File: src/rtl/mii_tx_nibbler.sv
// mii_tx_nibbler: MAC-side MII transmit stage (preamble/SFD, nibble serializer,
// short-frame pad, inter-packet gap). Define MII_TX_CRC_EN to append a CRC-32 FCS.
module mii_tx_nibbler #(
  parameter int PREAMBLE_NIBBLES = 15,
  parameter int MIN_FRAME_BYTES  = 60,
  parameter int IPG_BYTES        = 12
) (
  input  logic       mii_tx_clk,
  input  logic       reset,
  input  logic [7:0] tx_data,
  input  logic       tx_valid,
  input  logic       tx_sop,
  input  logic       tx_eop,
  input  logic       tx_err,
  output logic       tx_ready,
  output logic [3:0] mii_txd,
  output logic       mii_tx_en,
  output logic       mii_tx_er,
  output logic       frame_done,
  output logic       underrun
);

  localparam int IPG_CLKS = 2 * IPG_BYTES;
  localparam int CNT_TOP  = (IPG_CLKS > PREAMBLE_NIBBLES) ? IPG_CLKS : PREAMBLE_NIBBLES;
  localparam int CW       = $clog2(CNT_TOP + 9);
  localparam int BW       = $clog2(MIN_FRAME_BYTES + 1);

  localparam logic [CW-1:0] PRE_LAST = CW'(PREAMBLE_NIBBLES);
  localparam logic [CW-1:0] IPG_LAST = CW'(IPG_CLKS - 1);
  localparam logic [BW-1:0] MIN_CNT  = BW'(MIN_FRAME_BYTES);

  typedef enum logic [2:0] {
    S_IDLE,
    S_PRE,
    S_DATA,
    S_PAD,
`ifdef MII_TX_CRC_EN
    S_FCS,
`endif
    S_ABRT,
    S_IPG
  } state_t;

  state_t          state_q, state_d;
  logic [CW-1:0]   cnt_q, cnt_d;
  logic            phase_q, phase_d;
  logic [BW-1:0]   byte_cnt_q, byte_cnt_d;
  logic [7:0]      hold_q, hold_d;
  logic            herr_q, herr_d;
  logic            heop_q, heop_d;
  logic            tail;

  logic [3:0]      txd_q, txd_d;
  logic            en_q, en_d;
  logic            er_q, er_d;
  logic            rdy_q, rdy_d;
  logic            done_q, done_d;
  logic            unr_q, unr_d;

`ifdef MII_TX_CRC_EN
  localparam logic [CW-1:0] FCS_LAST = CW'(7);

  logic [31:0]     crc_q, crc_d;

  function automatic logic [31:0] crc_nib(input logic [31:0] c,
                                          input logic [3:0] d);
    logic [31:0] r;
    r = c;
    for (int i = 0; i < 4; i++) begin
      r = (r[0] ^ d[i]) ? ((r >> 1) ^ 32'hEDB88320) : (r >> 1);
    end
    return r;
  endfunction

  // CRC follows the data/pad nibble currently on the pins, frozen during FCS
  always_comb begin
    crc_d = 32'hFFFF_FFFF;
    unique case (state_q)
      S_DATA, S_PAD: crc_d = crc_nib(crc_q, txd_q);
      S_FCS:         crc_d = crc_q;
      default:       crc_d = 32'hFFFF_FFFF;
    endcase
  end
`endif

  // Sequencing: preamble count, byte hold register, byte count, pad/gap
  always_comb begin
    state_d    = state_q;
    cnt_d      = cnt_q;
    phase_d    = phase_q;
    byte_cnt_d = byte_cnt_q;
    hold_d     = hold_q;
    herr_d     = herr_q;
    heop_d     = heop_q;
    tail       = 1'b0;
    unique case (state_q)
      S_IDLE: begin
        cnt_d      = '0;
        byte_cnt_d = '0;
        if (tx_valid && tx_sop) state_d = S_PRE;
      end
      S_PRE: begin
        if (cnt_q != PRE_LAST) begin
          cnt_d = cnt_q + CW'(1);
        end else if (tx_valid) begin
          state_d    = S_DATA;
          phase_d    = 1'b0;
          hold_d     = tx_data;
          herr_d     = tx_err;
          heop_d     = tx_eop;
          byte_cnt_d = BW'(1);
        end else begin
          state_d = S_ABRT;
        end
      end
      S_DATA: begin
        if (!phase_q) begin
          phase_d = 1'b1;
        end else if (heop_q) begin
          tail = 1'b1;
        end else if (tx_valid && !tx_sop) begin
          phase_d = 1'b0;
          hold_d  = tx_data;
          herr_d  = tx_err;
          heop_d  = tx_eop;
          if (byte_cnt_q != MIN_CNT) byte_cnt_d = byte_cnt_q + BW'(1);
        end else begin
          state_d = S_ABRT;
        end
      end
      S_PAD: begin
        if (!phase_q) phase_d = 1'b1;
        else          tail    = 1'b1;
      end
`ifdef MII_TX_CRC_EN
      S_FCS: begin
        if (cnt_q != FCS_LAST) begin
          cnt_d = cnt_q + CW'(1);
        end else begin
          cnt_d   = '0;
          state_d = S_IPG;
        end
      end
`endif
      S_ABRT: begin
        cnt_d   = '0;
        state_d = S_IPG;
      end
      S_IPG: begin
        if (cnt_q != IPG_LAST) begin
          cnt_d = cnt_q + CW'(1);
        end else begin
          cnt_d   = '0;
          state_d = (tx_valid && tx_sop) ? S_PRE : S_IDLE;
        end
      end
      default: state_d = S_IDLE;
    endcase
    // a byte just finished with no more data behind it: pad or close
    if (tail) begin
      cnt_d = '0;
      if (byte_cnt_q < MIN_CNT) begin
        state_d    = S_PAD;
        phase_d    = 1'b0;
        byte_cnt_d = byte_cnt_q + BW'(1);
      end else begin
`ifdef MII_TX_CRC_EN
        state_d = S_FCS;
`else
        state_d = S_IPG;
`endif
      end
    end
  end

  // Pin values for the next clock, decoded from the next state
  always_comb begin
    txd_d  = 4'h0;
    en_d   = 1'b0;
    er_d   = 1'b0;
    rdy_d  = 1'b0;
    done_d = 1'b0;
    unr_d  = 1'b0;
    unique case (state_d)
      S_IDLE: rdy_d = 1'b1;
      S_PRE: begin
        en_d  = 1'b1;
        rdy_d = (cnt_d == PRE_LAST);
        txd_d = (cnt_d == PRE_LAST) ? 4'hD : 4'h5;
      end
      S_DATA: begin
        en_d  = 1'b1;
        txd_d = phase_d ? hold_d[7:4] : hold_d[3:0];
        er_d  = herr_d;
        rdy_d = phase_d && !heop_d;
`ifdef MII_TX_CRC_EN
        done_d = 1'b0;
`else
        done_d = phase_d && heop_d && (byte_cnt_d == MIN_CNT);
`endif
      end
      S_PAD: begin
        en_d = 1'b1;
`ifdef MII_TX_CRC_EN
        done_d = 1'b0;
`else
        done_d = phase_d && (byte_cnt_d == MIN_CNT);
`endif
      end
`ifdef MII_TX_CRC_EN
      S_FCS: begin
        en_d   = 1'b1;
        txd_d  = ~crc_d[{cnt_d[2:0], 2'b00} +: 4];
        done_d = (cnt_d == FCS_LAST);
      end
`endif
      S_ABRT: begin
        en_d  = 1'b1;
        er_d  = 1'b1;
        unr_d = 1'b1;
      end
      default: ;
    endcase
  end

  // State and output registers
  always_ff @(posedge mii_tx_clk or posedge reset) begin
    if (reset) begin
      state_q    <= S_IDLE;
      cnt_q      <= '0;
      phase_q    <= 1'b0;
      byte_cnt_q <= '0;
      hold_q     <= 8'h00;
      herr_q     <= 1'b0;
      heop_q     <= 1'b0;
      txd_q      <= 4'h0;
      en_q       <= 1'b0;
      er_q       <= 1'b0;
      rdy_q      <= 1'b0;
      done_q     <= 1'b0;
      unr_q      <= 1'b0;
`ifdef MII_TX_CRC_EN
      crc_q      <= 32'hFFFF_FFFF;
`endif
    end else begin
      state_q    <= state_d;
      cnt_q      <= cnt_d;
      phase_q    <= phase_d;
      byte_cnt_q <= byte_cnt_d;
      hold_q     <= hold_d;
      herr_q     <= herr_d;
      heop_q     <= heop_d;
      txd_q      <= txd_d;
      en_q       <= en_d;
      er_q       <= er_d;
      rdy_q      <= rdy_d;
      done_q     <= done_d;
      unr_q      <= unr_d;
`ifdef MII_TX_CRC_EN
      crc_q      <= crc_d;
`endif
    end
  end

  // SOP is never taken in IDLE; it waits for the SFD clock
  assign tx_ready   = rdy_q & ~((state_q == S_IDLE) & tx_sop);
  assign mii_txd    = txd_q;
  assign mii_tx_en  = en_q;
  assign mii_tx_er  = er_q;
  assign frame_done = done_q;
  assign underrun   = unr_q;

endmodule

File: config.mk
export PLATFORM = sky130hd
export DESIGN_NAME = mii_tx_nibbler
export DESIGN_NICKNAME = d
export VERILOG_FILES = /design/src/rtl/mii_tx_nibbler.sv
export SDC_FILE = /design/constraint.sdc
export NUM_CORES = 1
export LEC_CHECK = 0
export BUFFER_PORTS_ARGS = -buffer_cell sky130_fd_sc_hd__buf_2
export CAP_MARGIN = 20
export CORE_MARGIN = 4
export CORE_UTILIZATION = 35
export DETAILED_ROUTE_END_ITERATION = 10
export GPL_TIMING_DRIVEN = 0
export HOLD_SLACK_MARGIN = 0.06
export REMOVE_ABC_BUFFERS = 1
export SYNTH_ARGS = -nofsm -noshare
export SYNTH_HDL_FRONTEND = slang
export SYNTH_SLANG_ARGS = --single-unit
File: constraint.sdc
create_clock -name mii_tx_clk -period 3 [get_ports mii_tx_clk]
set_input_delay 0.6 -clock mii_tx_clk [delete_from_list [all_inputs] [get_ports mii_tx_clk]]
set_output_delay 0.6 -clock mii_tx_clk [all_outputs]
set_load 0.05 [all_outputs]
After elaboration in Yosys (flattened, before gate mapping) --
Index checks and enable logic that the tools add are counted. W data, S select, Z words.
Storage, ports and cells: input bits 14, output and inout bits 9, logic and storage cells 107, register bits 35
Cells by class: reductions and logical operators 12, bitwise operators 3, equality and inequality tests 14, add/subtract/negate cells 2, mux-type cells 62, order comparisons 1
Operators with widths (number):
- $mux W6 | 11
- $mux W8 | 5
- $pmux W6 S3 | 2
- $mux W3 | 9
- $mux W1 | 23
- $pmux W3 S6 | 1
- $pmux W8 S2 | 1
- $add A6 B1 Y6 const B | 2
- $eq A3 B2 Y1 const B | 4
- $pmux W1 S2 | 5
- $eq A3 B3 Y1 const B | 3
- $mux W4 | 2
- $pmux W4 S2 | 1
- $eq A3 B1 Y1 const B | 2
- $eq A6 B4 Y1 const B | 1
- $eq A6 B6 Y1 const B | 1
- $logic_and A1 B1 Y1 | 6
- $logic_not A3 Y1 | 2
- $lt A6 B6 Y1 const B | 1
- $ne A6 B4 Y1 const B | 1
- $ne A6 B5 Y1 const B | 1
- $ne A6 B6 Y1 const B | 1
- $pmux W1 S3 | 2
- $reduce_or A4 Y1 | 1
- 4 further kinds | 6

Longest topological paths before layout --
Gate-level depths: netlist of the first run.
depth after elaboration 11, mapped depth 8, depth with buffers taken out 8

Worst setup path after synthesis of the first run --
No wires, ideal clock.
path type register -> output, start point reg state_q[1], end point out tx_ready, stages on the path, launching flop included 5, arrival time 1.874 ns, slack 0.526 ns, data required time 2.400 ns, buffers on the path 2, cell sequence dfrtp_1 buf_2 buf_2 nor2_1 a21boi_0
Between the ends: longest elaborated chain between the ends 4
RTL lines:
- start: declaration | line 44 | state_t state_q, state_d;
- start signal: assignment | line 246 | state_q <= state_d;
- $logic_not A3 Y1 | line 266 | assign tx_ready = rdy_q & ~((state_q == S_IDLE) & tx_sop);
- $and A1 B1 Y1 | line 266
- $not A1 Y1 | line 266
- $and A1 B1 Y1 | line 266
- end: declaration | line 15 | output logic tx_ready,
Every way passes these cells.

Worst setup path in the final report of the first run --
start point reg cnt_q[0], end point reg done_q (netlist: frame_done)
Between the ends: elaborated cells on any way between the ends 23, those cells by class 5 x eq/ne; 15 x mux; 3 x reduce/logical
RTL lines:
- start: declaration | line 45 | logic [CW-1:0] cnt_q, cnt_d;
- start signal: assignment | line 247 | cnt_q <= cnt_d;
- $ne A6 B5 Y1 or $ne A6 B4 Y1 (tied branches) | line 150, 103
- $mux W3 (on tied branches) | line 150, 103
- $pmux W3 S6 (*) | line 96 | unique case (state_q)
- $mux W3 (*) | line 160 | if (tail) begin
- net state_d[0] | line 44
- $eq A3 B2 Y1 | line 184 | unique case (state_d)
- $pmux W1 S2 (*) | line 184
- net done_d | line 57 | logic done_q, done_d;
- end signal: assignment | line 257 | done_q <= done_d;
- end: declaration | line 57
Mark *: on every way through the listed nets, which the timed path passes. The rest lies on a longest branch.

==> results of run 1 <==
[power by group]
group / switching (mW) / internal, mW
Sequential: 0.170 / 0.609
Clock: 0.194 / 0.252
Combinational: 0.664 / 0.361
[Yosys cell counts (all sizes together) (3+ instances only)]
cell | n | share of area
and4 | 4 | 0.017
buf | 9 | 0.025
mux2 | 3 | 0.016
or3 | 4 | 0.012
a21o | 4 | 0.014
o22ai | 3 | 0.0090
nand2 | 19 | 0.034
clkbuf | 3 | 0.0054
xnor2 | 3 | 0.013
a22o | 3 | 0.013
nand2b | 4 | 0.012
ha | 3 | 0.018
a31oi | 3 | 0.0090
a21oi | 11 | 0.026
and3 | 3 | 0.0090
nor2 | 17 | 0.031
dfrtp | 35 | 0.42
o21ai | 13 | 0.031
a21boi | 4 | 0.014
nand3 | 14 | 0.034
nor3 | 6 | 0.017
inv | 11 | 0.020
[layout make-up]
cell class,count,share of cell area
flip-flops and latches,35,0.370
well taps,72,0.0380
clock inverters,3,0.0201
clock buffers,5,0.0290
repair buffers,23,0.0549
multi-input cells,168,0.471
inverters,11,0.0174
[worst max path at each step]
stage,startpoint,end,slack [ns]
after floorplan,state_q[0],tx_ready,0.51
final,cnt_q[0],frame_done,0.39
after global placement,state_q[1],frame_done,0.29
after CTS,state_q[1],frame_done,0.24
after global routing,cnt_q[0],frame_done,0.11
after detailed placement,state_q[1],frame_done,0.26
[routing by layer]
| layer | vias up | wire (um) | track usage |
|---|---|---|---|
| li1 | 883 | - | - |
| met1 | 854 | 2450 | 0.203 |
| met2 | 46 | 2320 | 0.230 |
| met3 | 3 | 210 | 0.0330 |
| met4 | 0 | 17 | 0.0317 |
| met5 | - | 0 | 0 |
[metrics by stage]
| stage | instances | hold slack [ns] | setup WS [ns] | area (um^2) | power, mW |
|---|---|---|---|---|---|
| 6_report | 317 | 0.340 | 0.392 | 2370 | 2.25 |
| 5_1_grt | 317 | 0.389 | 0.112 | 2370 | 2.42 |
| 4_1_cts | 317 | 0.356 | 0.243 | 2360 | 2.26 |
| 3_5_place_dp | 309 | 0.451 | 0.263 | 2250 | 1.80 |
| 3_3_place_gp | 308 | 0.446 | 0.288 | 2230 | 1.80 |
| 2_1_floorplan | 214 | 0.432 | 0.508 | 2030 | 1.52 |
[state kept, by name, summed over array words and instances, names as in the netlist, 3 cells and up]
signal	cells
hold_q	8
byte_cnt_q	6
cnt_q	6
mii_txd	4
state_q	3
[what timing repair did]
action | 4_1_cts | 5_1_grt
setup endpoints to repair | 0 | 1
gates resized for setup | 0 | 1
endpoints found under the hold margin | 0 | 0
setup buffers | 0 | 0
[worst register-to-register path, cell delays in order (launching register included)]
cell	delay, ns
dfrtp_1	0.44
ha_1	0.29
nor3b_1	0.29
a41oi_1	0.30
a32oi_1	0.55
inv_2	0.14
o21ai_1	0.21
nand2_1	0.07
and4_1	0.20
[kinds of logic (layout without fill, tap and decap cells)]
logic type      Yosys count  after routing  synth area share
fa+ha+maj                 3              3            0.0180
buf+inv                  23             42            0.0497
simple gates             88             88             0.236
flops                    35             35             0.419
compound gates           67             67             0.230
mux                       5              5            0.0257
xor+xnor                  5              5            0.0209
==> impl_metrics.yaml, run 1 <==
timing:
  fin_setup_tns_ns: 0
  drv_slew: 0
  slew_headroom: 0.538
  skew_ns: 0.00994
  final-hold-violation-count: 0
  period_minus_slack_ns: 2.61
  rsz0062_at_grt: "no"
  finalSetupViolations: 0
  fmax_mhz: 383
  worstMarginPinSlew_ns: 0.691
  fin_crit_sh: 0.869
placement:
  io_buffers: 22
  place.gp.congestion: 0.843
  hpwlAfterDp_um: 3610
global_routing:
  grt_pass1_wl_um: 8570
  grt_usage: 0.146
  antenna_found_initial: 0
  grt_max_degree: 25
  grt_pass1_vias: 1749
  grt_overflow: 0
final_layout:
  finalNetCount: 261
  mostFrequentLayoutCell: "dfrtp_1"
  multi_input_area_um2: 1120
  finish.utilization: 0.420
  fillCellCount: 552
  area_growth_pct: 13.3
  final-seq-area_um2: 876
  drive_above_1_share: 0.171
  layout_common_cells: "dfrtp_1, buf_2, nand2_1, nor2_1, nand3_1"
  diodes: 0
worst_setup_path:
  slowest_delay_ns: 0.55
  path_max_fanout: 7
  reg2reg_to: "frame_done"
  r2r_start: "cnt_q[0]"
  critical_path_buf_inv_count: 1
  critPathKind: "flip-flop to flip-flop"
  cp_top_family: "compound AO/OA/AOI/OAI gates"
  crit_chain: "ha_1 > nor3b_1 > a41oi_1 > a32oi_1 > inv_2 > o21ai_1 > nand2_1 > and4_1"
  cp.arrival_ns: 2.79
  cp_slowest_cell: "a32oi_1"
  path_depth: 8
  crit_required_ns: 3.18
  cp-start-kind: "flip-flop"
  reg2reg_setup_slack_ns: 0.39
  endpoint_kind: "flip-flop"
  reg2regPathDepth: 8
logic_synthesis:
  syn-instance-count: 226
  ys_seq_area_frac: 0.419
  synth_ff_type: "dfrtp_1"
  syn_area_um2: 2090
  syn_area_per_cell_um2: 9.25
  yosysWarnings: 0
  async_flop_share: 1.00
  synth.distinct_cells: 61
  ys_ff_latch: 35
  synth_edf_count: 0
clock_tree:
  htreeDepth: 2
  cts_root_buffer: "clkbuf_8"
  cts_buffers: 5
  cts_hold_buf: 0
  clkSlewWorstSetupHoldPaths_ns: 0.08
  clock_latency_ns: 0.30
  cts_tree: "built"
  cts_sinks: 35
  clock_path_buffers: 2
run_status:
  status: "completed"
drt:
  drt-wirelength-per-cell_um: 15.8
  drc_errors: 0
  viasPerCell: 5.63
  via_count: 1786
  drt-pass1-iter-count: 4
  drtAntennaViolNets: 0
  drt_iter0_markers: 143
  wl_um: 5000
die:
  core.rowCount: 27
  ios: 23
  die_w_um: 85.3
  core_region_area_um2: 5640
  initial_core_util: 0.371
  dieArea_um2: 7270
  fp.dieH_um: 85.3
worst_hold_path:
  hp-class: "input pin to asynchronous set/reset pin"
job:
  drv_cap: 0
pwr:
  cellPowerDensity_nw_per_um2: 950
  ir_drop_mv: 0.535
  leakage_nw: 1.11
No activity file was read; power rests on OpenSTA's default activity.
==> inputs of run 2 (changes only) <==
Settings changed: SETUP_SLACK_MARGIN set to 0.5.
==> run 2 against run 1 <==
Net effect:
- clock power is essentially flat
- sequential power increased by 2%
- critical path depth down 1
- clock-buffer cell count is the same
- total power is 4.3% higher
- combinational power grew 8%
==> impl_metrics.yaml, run 2 (synthesized netlist as in run 1, its figures left out) <==
placement:
  io_buffers: 22
  place.gp.congestion: 0.843
  pre_cts_slack_ns: 0.263
  hpwlAfterDp_um: 3610
  placed_cell_area_um2: 2250
clock_tree:
  clock_latency_ns: 0.29
  clkSlewWorstSetupHoldPaths_ns: 0.08
  cts_buffers: 5
  cts_hold_buf: 0
  htreeDepth: 2
  cts_root_buffer: "clkbuf_8"
  clock_path_buffers: 2
  cts_sinks: 35
  cts_tree: "built"
pwr:
  cellPowerDensity_nw_per_um2: 956
  comb_power_share: 0.472
  leakage_nw: 1.14
  switching_share: 0.456
  clkPwrFrac: 0.190
  p_sw_mw: 1.07
  ir_drop_mv: 0.514
  p_int_mw: 1.28
  seq_power_share: 0.338
timing:
  fin_setup_tns_ns: 0
  drv_slew: 0
  skew_ns: 0.00874
  period_minus_slack_ns: 2.44
  setup_ws_ns: 0.561
  finalSetupViolations: 0
  fin_crit_sh: 0.813
  rsz0062_at_grt: "yes"
  fin_hold_ws_ns: 0.340
  fmax_mhz: 410
  slew_headroom: 0.603
  final-hold-violation-count: 0
  worstMarginPinSlew_ns: 0.595
die:
  ios: 23
  core_region_area_um2: 5640
  initial_core_util: 0.371
  dieArea_um2: 7270
  die_w_um: 85.3
  core.rowCount: 27
  fp.dieH_um: 85.3
global_routing:
  grt_pass1_wl_um: 8560
  grt_usage: 0.146
  grt_pass1_vias: 1750
  antenna_found_initial: 0
  grt_overflow: 0
  grt_max_degree: 25
worst_setup_path:
  slowest_delay_ns: 0.58
  crit_chain: "ha_1 > nor4bb_4 > and3_1 > or4_4 > a221o_1 > nor3_2 > and4_1"
  cp_slowest_cell: "or4_4"
  cp-start-kind: "flip-flop"
  cp.arrival_ns: 2.67
  path_max_fanout: 7
  critPathKind: "flip-flop to flip-flop"
  endpoint_kind: "flip-flop"
  crit_required_ns: 3.23
final_layout:
  finalNetCount: 263
  final_area_um2: 2460
  top_register: "hold_q"
  finish.utilization: 0.435
  layout_common_cells: "dfrtp_1, buf_2, nand2_1, nor2_1, nand3_1"
  area_growth_pct: 17.5
  top_regs: "hold_q x8, byte_cnt_q x6, cnt_q x6"
  diodes: 0
  drive_above_1_share: 0.215
  mostFrequentLayoutCell: "dfrtp_1"
  largest_reg_flops: 8
drt:
  drt_iter0_markers: 110
  viasPerCell: 5.62
  drtAntennaViolNets: 0
  drt-pass1-iter-count: 4
  drt-wirelength-per-cell_um: 16.0
  wl_um: 5100
  drc_errors: 0
  via_count: 1794
run_status:
  status: "completed"
job:
  drv_cap: 0
worst_hold_path:
  hp-class: "input pin to asynchronous set/reset pin"
-- run 2: routing by layer --
| metal | wire length [um] | vias up | track usage |
|---|---|---|---|
| met1 | 2500 | 861 | 0.203 |
| met4 | 6 | 0 | 0.0317 |
| li1 | - | 884 | - |
| met5 | 0 | - | 0 |
| met3 | 217 | 2 | 0.0330 |
| met2 | 2380 | 47 | 0.230 |
-- run 2: path summary, 6_finish.rpt --
check / startpoint / endpoint / slack, ns / cells past startpoint
hold reg to reg: herr_q / herr_q / 0.47 / 2
max in group asynchronous: reset / state_q[1] / 2.13 / 3
setup reg to reg: cnt_q[0] / frame_done / 0.56 / 7
hold / removal: reset / byte_cnt_q[4] / 0.34 / 2
min in group mii_tx_clk: herr_q / herr_q / 0.47 / 2
setup / recovery: cnt_q[0] / frame_done / 0.56 / 7
-- run 2: power by group through the flow --
stage	registers [mW]	logic, mW	clock network (mW)
after global routing	0.816	1.23	0.472
after floorplan	0.845	0.679	0
after global placement	0.783	1.01	0
after detailed placement	0.783	1.02	0
after CTS	0.777	1.04	0.456
final	0.793	1.11	0.446
-- run 2: cell type report --
class                   count  area, um^2
well taps                  72        90.1
clock inverters             3        47.5
multi-input cells         168        1190
flip-flops and latches     35         877
fillers                   550        3190
clock buffers               5        68.8
repair buffers             25         145
inverters                  11        41.3
-- run 2: repair_timing --
item,in CTS,in global routing
setup buffers,0,2
endpoints found under the setup margin,5,7
resized for setup,4,9
pin swaps,0,1
cloned,0,0
-- run 2: critical path, delay by kind of cell (launching register included) --
family / cells / cell delay (ns)
compound gates: 1 / 0.29
fa+ha+maj: 1 / 0.31
flops: 1 / 0.44
simple gates: 5 / 1.34
-- run 2: stage by stage --
stage / cells / total power [mW]
after floorplan: 214 / 1.52
after global placement: 308 / 1.80
after detailed placement: 309 / 1.80
after CTS: 317 / 2.27
after global routing: 319 / 2.52
final: 319 / 2.35
==> inputs of run 3 (changes only) <==
Clock period 3 ns to 2.3 ns, I/O delays scaled along.
==> run 3 against run 2 <==
Net effect:
- largest cell class unchanged
- highest routed layer unchanged
- critical path depth up 1
- sequential power up 27%
- cell count up 11%
- core utilization up 8.9 points
- wire length up 23%
- total power up 62%
- first-iteration DRC count up 62%
- critical endpoint is now rdy_q
- register-to-register slack worse by 0.36 ns
==> impl_metrics.yaml, run 3 (synthesized netlist as in run 1, its figures left out) <==
run_status:
  status: "completed"
timing:
  rsz0062_at_grt: "yes"
  fin_crit_sh: 0.912
  drv_slew: 0
  fmax_mhz: 477
  final-hold-violation-count: 0
  period_minus_slack_ns: 2.10
  worstMarginPinSlew_ns: 0.553
  skew_ns: 0.00739
  slew_headroom: 0.631
  finalSetupViolations: 0
  setup_ws_ns: 0.202
final_layout:
  drive_above_1_share: 0.436
  multi_input_area_um2: 1420
  mostFrequentLayoutCell: "buf_4"
  layout_common_cells: "buf_4, dfrtp_1, buf_2, nand2_1, nand3_1"
  finish.utilization: 0.524
  area_growth_pct: 41.5
  largest_reg_flops: 8
  top_regs: "hold_q x8, byte_cnt_q x6, cnt_q x6"
  diodes: 0
  final-seq-area_um2: 885
  fillCellCount: 481
  top_register: "hold_q"
  finalNetCount: 298
global_routing:
  grt_usage: 0.171
  grt_pass1_vias: 2036
  grt_overflow: 0
  antenna_found_initial: 0
  grt_max_degree: 25
  grt_pass1_wl_um: 10000
die:
  core.rowCount: 27
  dieArea_um2: 7270
  die_w_um: 85.3
  fp.dieH_um: 85.3
  core_region_area_um2: 5640
  initial_core_util: 0.371
  ios: 23
drt:
  viasPerCell: 5.78
  wl_um: 6250
  drt-wirelength-per-cell_um: 17.6
  drc_errors: 0
  drtAntennaViolNets: 0
  drt_iter0_markers: 178
  via_count: 2045
  drt-pass1-iter-count: 4
clock_tree:
  clock_latency_ns: 0.29
  cts_tree: "built"
  cts_root_buffer: "clkbuf_8"
  clock_path_buffers: 2
  cts_hold_buf: 0
  cts_buffers: 5
  cts_sinks: 35
  htreeDepth: 2
  clkSlewWorstSetupHoldPaths_ns: 0.08
placement:
  hpwlAfterDp_um: 3610
  place.gp.congestion: 0.843
  pre_cts_slack_ns: -0.437
  io_buffers: 22
worst_setup_path:
  cp-start-kind: "flip-flop"
  critPathKind: "flip-flop to flip-flop"
  critical_path_buf_inv_count: 2
  crit_chain: "buf_4 > buf_4 > and4b_1 > o22ai_1 > a221oi_2 > and4b_1 > o2111ai_2 > o21ai_1"
  cp_top_family: "compound AO/OA/AOI/OAI gates"
  cp_slowest_cell: "dfrtp_4"
  slowest_delay_ns: 0.53
  crit_required_ns: 2.52
  cp.arrival_ns: 2.32
  endpoint_kind: "flip-flop"
  path_max_fanout: 5
pwr:
  fin_total_pwr_mw: 3.82
  cellPowerDensity_nw_per_um2: 1290
  leakage_nw: 1.33
  ir_drop_mv: 0.736
job:
  drv_cap: 0
worst_hold_path:
  hp-class: "input pin to asynchronous set/reset pin"
## run 3: area by class of cell
class | instances | area share
flip-flops and latches | 35 | 0.299
well taps | 72 | 0.0305
multi-input cells | 170 | 0.478
clock inverters | 3 | 0.0161
repair buffers | 58 | 0.138
inverters | 11 | 0.0148
clock buffers | 5 | 0.0233
## run 3: worst paths after layout
kind / startpoint / to / slack (ns) / cells after the start
hold reg to reg: herr_q / herr_q / 0.47 / 2
setup reg to reg: state_q[1] / rdy_q / 0.20 / 8
hold / removal: reset / byte_cnt_q[0] / 0.20 / 2
max in group asynchronous: reset / state_q[1] / 1.57 / 3
min in group mii_tx_clk: tx_data[7] / hold_q[7] / 0.38 / 3
setup / recovery: state_q[1] / rdy_q / 0.20 / 8
## run 3: worst register-to-register path, cell delays in order (launching register included)
cell       delay (ns)
dfrtp_4          0.53
buf_4            0.15
buf_4            0.14
and4b_1          0.27
o22ai_1          0.11
a221oi_2         0.24
and4b_1          0.28
o2111ai_2        0.17
o21ai_1          0.14
## run 3: timing repair
item | CTS | global route
endpoints found under the setup margin | 34 | 25
buffers inserted | 30 | 5
hold endpoints to repair | 0 | 0
gates cloned | 1 | 1
resized for setup | 52 | 21
pin swaps | 17 | 15
## run 3: per-layer routing
metal,global-route usage,part of all wire,up-vias
met1,0.227,0.45,1002
met2,0.280,0.49,72
met5,0,0,-
met4,0.0561,0.012,0
li1,-,-,963
met3,0.0311,0.043,8
## run 3: power by group
part | switching, mW | total [mW] | internal, mW
Sequential | 0.204 | 1.01 | 0.805
Clock | 0.257 | 0.585 | 0.329
Combinational | 1.25 | 2.22 | 0.975
Total | 1.71 | 3.82 | 2.11
## run 3: metrics by stage
step	hold slack (ns)	TNS, ns	instance area (um^2)	instances
6_report	0.200	0	2960	354
3_3_place_gp	0.446	-1.83	2230	308
2_1_floorplan	0.432	-0.0516	2030	214
5_1_grt	0.250	0	2960	354
4_1_cts	0.216	0	2850	348
3_5_place_dp	0.451	-2.11	2250	309
